==> src/rtl/window_sequencer.sv <==
// Window sequencer: runs num_windows SEND/INCREASE/PAUSE/LISTEN windows, then FINISH.
// Optional calibration outputs are compiled in with WINSEQ_CALIB_EN.
module window_sequencer #(
    parameter int unsigned CNT_W = 16,
    parameter int unsigned WIN_W = 8
) (
    input  logic             clk,
    input  logic             rst_n,
    input  logic             start,
    input  logic             abort,
    input  logic [CNT_W-1:0] window_send_time,
    input  logic [CNT_W-1:0] window_increase_time,
    input  logic [CNT_W-1:0] window_pause_time,
    input  logic [CNT_W-1:0] window_listen_time,
    input  logic [WIN_W-1:0] num_windows,
    input  logic             lfd_disable_before,
    input  logic             lfd_enable_after,
    input  logic             calibration_mode,
    input  logic             pause_action_required,
    output logic             busy,
    output logic [2:0]       phase,
    output logic [WIN_W-1:0] window_idx,
    output logic             send_en,
    output logic             increase_en,
    output logic             listen_en,
    output logic             lfd_disable,
    output logic             lfd_enable,
    output logic             pause_act,
    output logic             window_done,
    output logic             done,
    output logic             calib_active
);

    localparam logic [2:0] S_IDLE   = 3'd0;
    localparam logic [2:0] S_SEND   = 3'd1;
    localparam logic [2:0] S_INC    = 3'd2;
    localparam logic [2:0] S_PAUSE  = 3'd3;
    localparam logic [2:0] S_LISTEN = 3'd4;
    localparam logic [2:0] S_FINISH = 3'd5;

    logic [2:0]       state_q, state_d;
    logic [CNT_W-1:0] cnt_q, cnt_d;
    logic [WIN_W-1:0] idx_q, idx_d;
    logic [CNT_W-1:0] t_send_q, t_inc_q, t_pause_q, t_listen_q;
    logic [CNT_W-1:0] t_send_d, t_inc_d, t_pause_d, t_listen_d;
    logic [WIN_W-1:0] num_q, num_d;
    logic [CNT_W-1:0] phase_last;
    logic             phase_end;
    logic [WIN_W:0]   idx_inc;
    logic             busy_d, send_en_d, increase_en_d, listen_en_d, window_done_d, done_d;

    // Last counter value of a phase; a zero length still occupies one cycle.
    function automatic logic [CNT_W-1:0] last_of(input logic [CNT_W-1:0] t);
        return (t == '0) ? '0 : t - CNT_W'(1);
    endfunction

    always_comb begin
        state_d    = state_q;
        cnt_d      = cnt_q;
        idx_d      = idx_q;
        t_send_d   = t_send_q;
        t_inc_d    = t_inc_q;
        t_pause_d  = t_pause_q;
        t_listen_d = t_listen_q;
        num_d      = num_q;
        idx_inc    = {1'b0, idx_q} + (WIN_W+1)'(1);
        case (state_q)
            S_SEND:   phase_last = last_of(t_send_q);
            S_INC:    phase_last = last_of(t_inc_q);
            S_PAUSE:  phase_last = last_of(t_pause_q);
            S_LISTEN: phase_last = last_of(t_listen_q);
            default:  phase_last = '0;
        endcase
        phase_end = (cnt_q >= phase_last);

        case (state_q)
            S_IDLE: begin
                cnt_d = '0;
                idx_d = '0;
                if (start) begin
                    t_send_d   = window_send_time;
                    t_inc_d    = window_increase_time;
                    t_pause_d  = window_pause_time;
                    t_listen_d = window_listen_time;
                    num_d      = num_windows;
                    state_d    = (num_windows == '0) ? S_FINISH : S_SEND;
                end
            end
            S_SEND:   if (phase_end) state_d = S_INC;
            S_INC:    if (phase_end) state_d = S_PAUSE;
            S_PAUSE:  if (phase_end) state_d = S_LISTEN;
            S_LISTEN: begin
                if (phase_end) begin
                    if (idx_inc < {1'b0, num_q}) begin
                        state_d = S_SEND;
                        idx_d   = idx_inc[WIN_W-1:0];
                    end else begin
                        state_d = S_FINISH;
                    end
                end
            end
            S_FINISH: state_d = S_IDLE;
            default:  state_d = S_IDLE;
        endcase

        if (state_q == S_SEND || state_q == S_INC || state_q == S_PAUSE || state_q == S_LISTEN)
            cnt_d = phase_end ? '0 : cnt_q + CNT_W'(1);

        // Abort wins over any phase completion in the same cycle.
        if (abort && state_q != S_IDLE) begin
            state_d = S_IDLE;
            cnt_d   = '0;
            idx_d   = '0;
        end
        if (state_d == S_IDLE) idx_d = '0;

        busy_d        = (state_d != S_IDLE);
        send_en_d     = (state_d == S_SEND);
        increase_en_d = (state_d == S_INC);
        listen_en_d   = (state_d == S_LISTEN);
        window_done_d = (state_d == S_LISTEN) && (cnt_d == last_of(t_listen_q));
        done_d        = (state_d == S_FINISH);
    end

    always_ff @(posedge clk or negedge rst_n) begin
        if (!rst_n) begin
            state_q     <= S_IDLE;
            cnt_q       <= '0;
            idx_q       <= '0;
            t_send_q    <= '0;
            t_inc_q     <= '0;
            t_pause_q   <= '0;
            t_listen_q  <= '0;
            num_q       <= '0;
            busy        <= 1'b0;
            send_en     <= 1'b0;
            increase_en <= 1'b0;
            listen_en   <= 1'b0;
            window_done <= 1'b0;
            done        <= 1'b0;
        end else begin
            state_q     <= state_d;
            cnt_q       <= cnt_d;
            idx_q       <= idx_d;
            t_send_q    <= t_send_d;
            t_inc_q     <= t_inc_d;
            t_pause_q   <= t_pause_d;
            t_listen_q  <= t_listen_d;
            num_q       <= num_d;
            busy        <= busy_d;
            send_en     <= send_en_d;
            increase_en <= increase_en_d;
            listen_en   <= listen_en_d;
            window_done <= window_done_d;
            done        <= done_d;
        end
    end

    assign phase      = state_q;
    assign window_idx = idx_q;

`ifdef WINSEQ_CALIB_EN
    // flags: {calibration_mode, lfd_disable_before, lfd_enable_after, pause_action_required}
    logic [3:0] flags_q, flags_d;
    logic       lfd_disable_d, lfd_enable_d, pause_act_d, calib_active_d;

    always_comb begin
        flags_d = flags_q;
        if (state_q == S_IDLE && start)
            flags_d = {calibration_mode, lfd_disable_before, lfd_enable_after, pause_action_required};
        lfd_disable_d  = flags_d[2] && (state_d == S_SEND || state_d == S_INC);
        lfd_enable_d   = flags_d[1] && window_done_d;
        pause_act_d    = flags_d[0] && (state_d == S_PAUSE) && (cnt_d == '0);
        calib_active_d = flags_d[3] && busy_d;
    end

    always_ff @(posedge clk or negedge rst_n) begin
        if (!rst_n) begin
            flags_q      <= '0;
            lfd_disable  <= 1'b0;
            lfd_enable   <= 1'b0;
            pause_act    <= 1'b0;
            calib_active <= 1'b0;
        end else begin
            flags_q      <= flags_d;
            lfd_disable  <= lfd_disable_d;
            lfd_enable   <= lfd_enable_d;
            pause_act    <= pause_act_d;
            calib_active <= calib_active_d;
        end
    end
`else
    logic unused_flags;
    assign unused_flags = ^{lfd_disable_before, lfd_enable_after, calibration_mode, pause_action_required};
    assign lfd_disable  = 1'b0;
    assign lfd_enable   = 1'b0;
    assign pause_act    = 1'b0;
    assign calib_active = 1'b0;
`endif

endmodule

==> config.mk <==
export PLATFORM = sky130hd
export DESIGN_NAME = window_sequencer
export DESIGN_NICKNAME = d
export VERILOG_FILES = /design/src/rtl/window_sequencer.sv
export SDC_FILE = /design/constraint.sdc
export NUM_CORES = 1
export LEC_CHECK = 0
export BUFFER_PORTS_ARGS = -buffer_cell sky130_fd_sc_hd__buf_2
export CORE_MARGIN = 5
export CORE_UTILIZATION = 53
export DETAILED_ROUTE_END_ITERATION = 6
export GPL_TIMING_DRIVEN = 1
export PLACE_DENSITY = 0.87
export REMOVE_ABC_BUFFERS = 1
export SYNTH_ARGS = -nofsm -noshare
export SYNTH_HDL_FRONTEND = slang
export SYNTH_SLANG_ARGS = --single-unit
==> constraint.sdc <==
create_clock -name clk -period 4.65 [get_ports clk]
set_input_delay 0.2325 -clock clk [delete_from_list [all_inputs] [get_ports clk]]
set_output_delay 0.2325 -clock clk [all_outputs]
set_load 0.02 [all_outputs]
==> flow_metrics.tcl <==
set metrics [dict create \
    fin_nets 1122 \
    clk_latency_ns 0.36 \
    ff_latch_area_sq_mm 0.00263 \
    die_area_sq_mm 0.0161 \
    pwr-share-clk_pct 13.1 \
    cts_sinks 105 \
    fillCellCount 923 \
    synthFlopType "dfrtp_1" \
    firstDrtPassIters 6 \
    hold_slack_ns -0.00917 \
    drtAntennaViolNets 0 \
    switching_share_pct 43.8 \
    synthCells 824 \
    cts_max_level 3 \
    first_global_vias 7265 \
    grt_max_degree 80 \
    ys_types 68 \
    rsz0062_at_grt "yes" \
    antenna_found_initial 0 \
    clk_pin_slew_ns 0.07 \
    dp.final_hpwl_mm 15.8 \
    finalSetupTns_ns -0.625 \
    timing.slew.headroom_pct 39.5 \
    synth_top_area_share_pct 36.2 \
    skew_ns 0.00872 \
    synth_commonest_cells "dfrtp_1 (105), nor2_1 (77), nand2_1 (63), mux2_2 (58), o21ai_0 (52)" \
    p_per_area_mw_per_mm2 645 \
    cp.required_ns 4.92 \
    p_sw_mw 2.64 \
    gp_congestion 0.966 \
    leakagePower_nw 4.05 \
    grt_first_pass_wirelength_mm 35.6 \
    wire_per_inst_um 19.6 \
    ir_drop_uv 456 \
    seqPwrFrac_pct 27.5 \
    cts_tree "built" \
    tightest_slew_ns 0.907 \
    violations "negative hold slack, negative setup slack" \
    boundaryPins 101 \
    post-place-ws_ns -0.267 \
    async_flop_share_pct 100 \
    intPower_mw 3.40 \
    yosys_warnings 0 \
    wirelength_mm 23.4 \
    critPathArrivalTime_ns 5.04 \
    ys_seq_area_share_pct 36.2 \
    endpoint_kind "flip-flop" \
    via_count 7608 \
    slowest_delay_ns 0.40 \
    hold_violations 10 \
    coreArea_sq_mm 0.0133 \
    start_util_pct 54.3 \
    die_h_um 127 \
    num_rows 42 \
    post-route-drc-count 0 \
    synthTopCellsByArea "dfrtp_1 (36%), mux2_2 (9.0%), ha_1 (5.0%)" \
    slew_viol_final 0 \
    yosysTopAreaCell "dfrtp_1" \
    grt_overflow_total 0 \
    fp.dieW_um 127 \
    cap_violations 0 \
    cts_made_buffers 9 \
    crit_slowest_cell "dfrtp_1" \
    yosysMostFrequentCell "dfrtp_1" \
    pwr-share-comb_pct 59.4 \
    setup_viol 10 \
    period_needed_ns 4.77 \
    viasPerCell 6.37 \
    hold_buffers 0 \
    clock_path_buffers 2 \
    cp.buffers_inverters 6 \
    gr-usage-all-layers_pct 27.0 \
    synth_edf_count 0 \
    crit_chain "inv_2 -> ha_2 -> nand2_2 -> nor3_4 -> nand2b_1 -> nand2b_4 -> o31ai_4 -> buf_6 -> buf_12 -> buf_4 -> o22a_1 -> o221ai_1 -> ha_1 -> and3_1 -> o21ai_1 -> a311o_1 -> nand4_1 -> buf_6 -> buf_4 -> a311o_1 -> a221o_1 -> or3_4 -> nor4_4" \
    cpLargestDelayFamily "compound AO/OA/AOI/OAI gates" \
    fin_crit_sh_pct 103 \
    clock-root-buffer "clkbuf_16" \
    syn_avg_cell_area_sq_um 8.80 \
    min_path_type "in -> async" \
    fmax_mhz 209 \
    setup_slack_ns -0.123 \
    drt-initial-drc-count 754 \
    crit_type "reg -> reg" \
    status "complete, but fails checks" \
    layout-drive-gt1-share_pct 34.9 \
    syn2layout_area_growth_pct 29.1 \
    worst-path-max-fanout 4 \
    syn_area_sq_mm 0.00725 \
    ys_ff_latch 105 \
    multi_input_area_sq_mm 0.00465 \
    portBuffers 92 \
    cp-start-kind "flip-flop" \
    num_antenna_cells 0 \
]
[logic make-up (layout without fill, tap and decap cells)]
logic type / count (synthesis) / in the layout / share of synthesized area [%]
buffers and inverters: 72 / 263 / 4.07
AND/OR/NAND/NOR: 311 / 311 / 21.7
flip-flops: 105 / 105 / 36.2
AO/OA/AOI/OAI: 183 / 183 / 15.9
XOR/XNOR: 58 / 58 / 7.01
other: 1 / 4 / 0.0517
adder cells (fa/ha/maj): 29 / 29 / 5.00
multiplexers: 65 / 65 / 9.97
[what timing repair did]
action | 4_1_cts | 5_1_grt
setup buffers | 9 | 11
cloned | 0 | 1
hold endpoints to repair | 0 | 0
gates resized for setup | 21 | 51
pin swaps | 14 | 27
endpoints found under the setup margin | 10 | 21
[sequential cells by signal, indices dropped and copies added, names as in the netlist]
| name | flops |
|---|---|
| cnt_q | 16 |
| t_inc_q | 16 |
| t_listen_q | 16 |
| t_pause_q | 16 |
| t_send_q | 16 |
| num_q | 8 |
| window_idx | 8 |
| phase | 3 |
| busy | 1 |
| done | 1 |
| increase_en | 1 |
| listen_en | 1 |
| send_en | 1 |
| window_done | 1 |
[metal layers]
layer  vias to the layer above  track usage, %  wire length, um
li1                       3389               -                -
met1                      3654            35.1             9250
met2                       461            44.8            11200
met3                       104            4.25             1840
met4                         0            11.9             1110
met5                         -               0                0
[cell type report]
type                            instances  share of cell area, %
Multi-Input combinational cell        650                   49.7
Sequential cell                       105                   28.1
Timing Repair Buffer                  218                   15.5
Clock buffer                           10                   2.55
Tap cell                              176                   2.35
Inverter                               29                   1.16
Clock inverter                          6                  0.695
[through the flow]
stage / power, mW / instance area [sq um] / utilization, % / std cells
2_1_floorplan: 3.43 / 7080 / - / 784
5_1_grt: 6.36 / 9360 / 70.1 / 1194
3_3_place_gp: 4.49 / 8560 / 64.1 / 1157
4_1_cts: 5.57 / 9050 / 67.8 / 1182
3_5_place_dp: 4.61 / 8560 / 64.1 / 1157
6_report: 6.04 / 9360 / 70.1 / 1194
[cells in the final DEF (no fill, tap or decap), types with 12 or more instances in the layout]
| master | synthesis | routed |
|---|---|---|
| nor3_1 | 39 | 27 |
| o22ai_1 | 22 | 22 |
| mux2_2 | 58 | 58 |
| nand3_1 | 26 | 25 |
| xor2_1 | 19 | 19 |
| o21ai_0 | 52 | 48 |
| nor2_1 | 77 | 75 |
| nand2_1 | 63 | 62 |
| ha_1 | 29 | 27 |
| or3_1 | 18 | 15 |
| a21oi_1 | 43 | 38 |
| nor4_1 | 20 | 15 |
| inv_1 | 29 | 27 |
| and3_1 | 12 | 12 |
| buf_2 | 2 | 92 |
| dfrtp_1 | 105 | 105 |
| xnor2_1 | 39 | 38 |
| buf_4 | 4 | 120 |
[power by group through the flow]
stage | Sequential (mW) | Clock, mW | Combinational [mW]
2_1_floorplan | 1.61 | 0 | 1.82
3_3_place_gp | 1.57 | 0 | 2.92
3_5_place_dp | 1.60 | 0 | 3.01
4_1_cts | 1.61 | 0.797 | 3.16
5_1_grt | 1.69 | 0.828 | 3.83
6_report | 1.66 | 0.788 | 3.59
[final timing paths]
kind                                             endpoint  cells after the start  slack, ns              startpoint
worst max register to register      window_done$_DFF_PN0_                     23      -0.12  t_inc_q[1]$_DFFE_PN0P_
worst max-delay path                window_done$_DFF_PN0_                     23      -0.12  t_inc_q[1]$_DFFE_PN0P_
worst min-delay path             t_pause_q[4]$_DFFE_PN0P_                      1     -0.009                   rst_n
min in group clk                  t_send_q[0]$_DFFE_PN0P_                      3       0.08     window_send_time[0]
max in group asynchronous       window_idx[2]$_DFFE_PN0P_                      2       3.63                   rst_n
worst min register to register       num_q[0]$_DFFE_PN0P_                      1       0.51    num_q[0]$_DFFE_PN0P_
No activity file was read; power rests on OpenSTA's default activity.
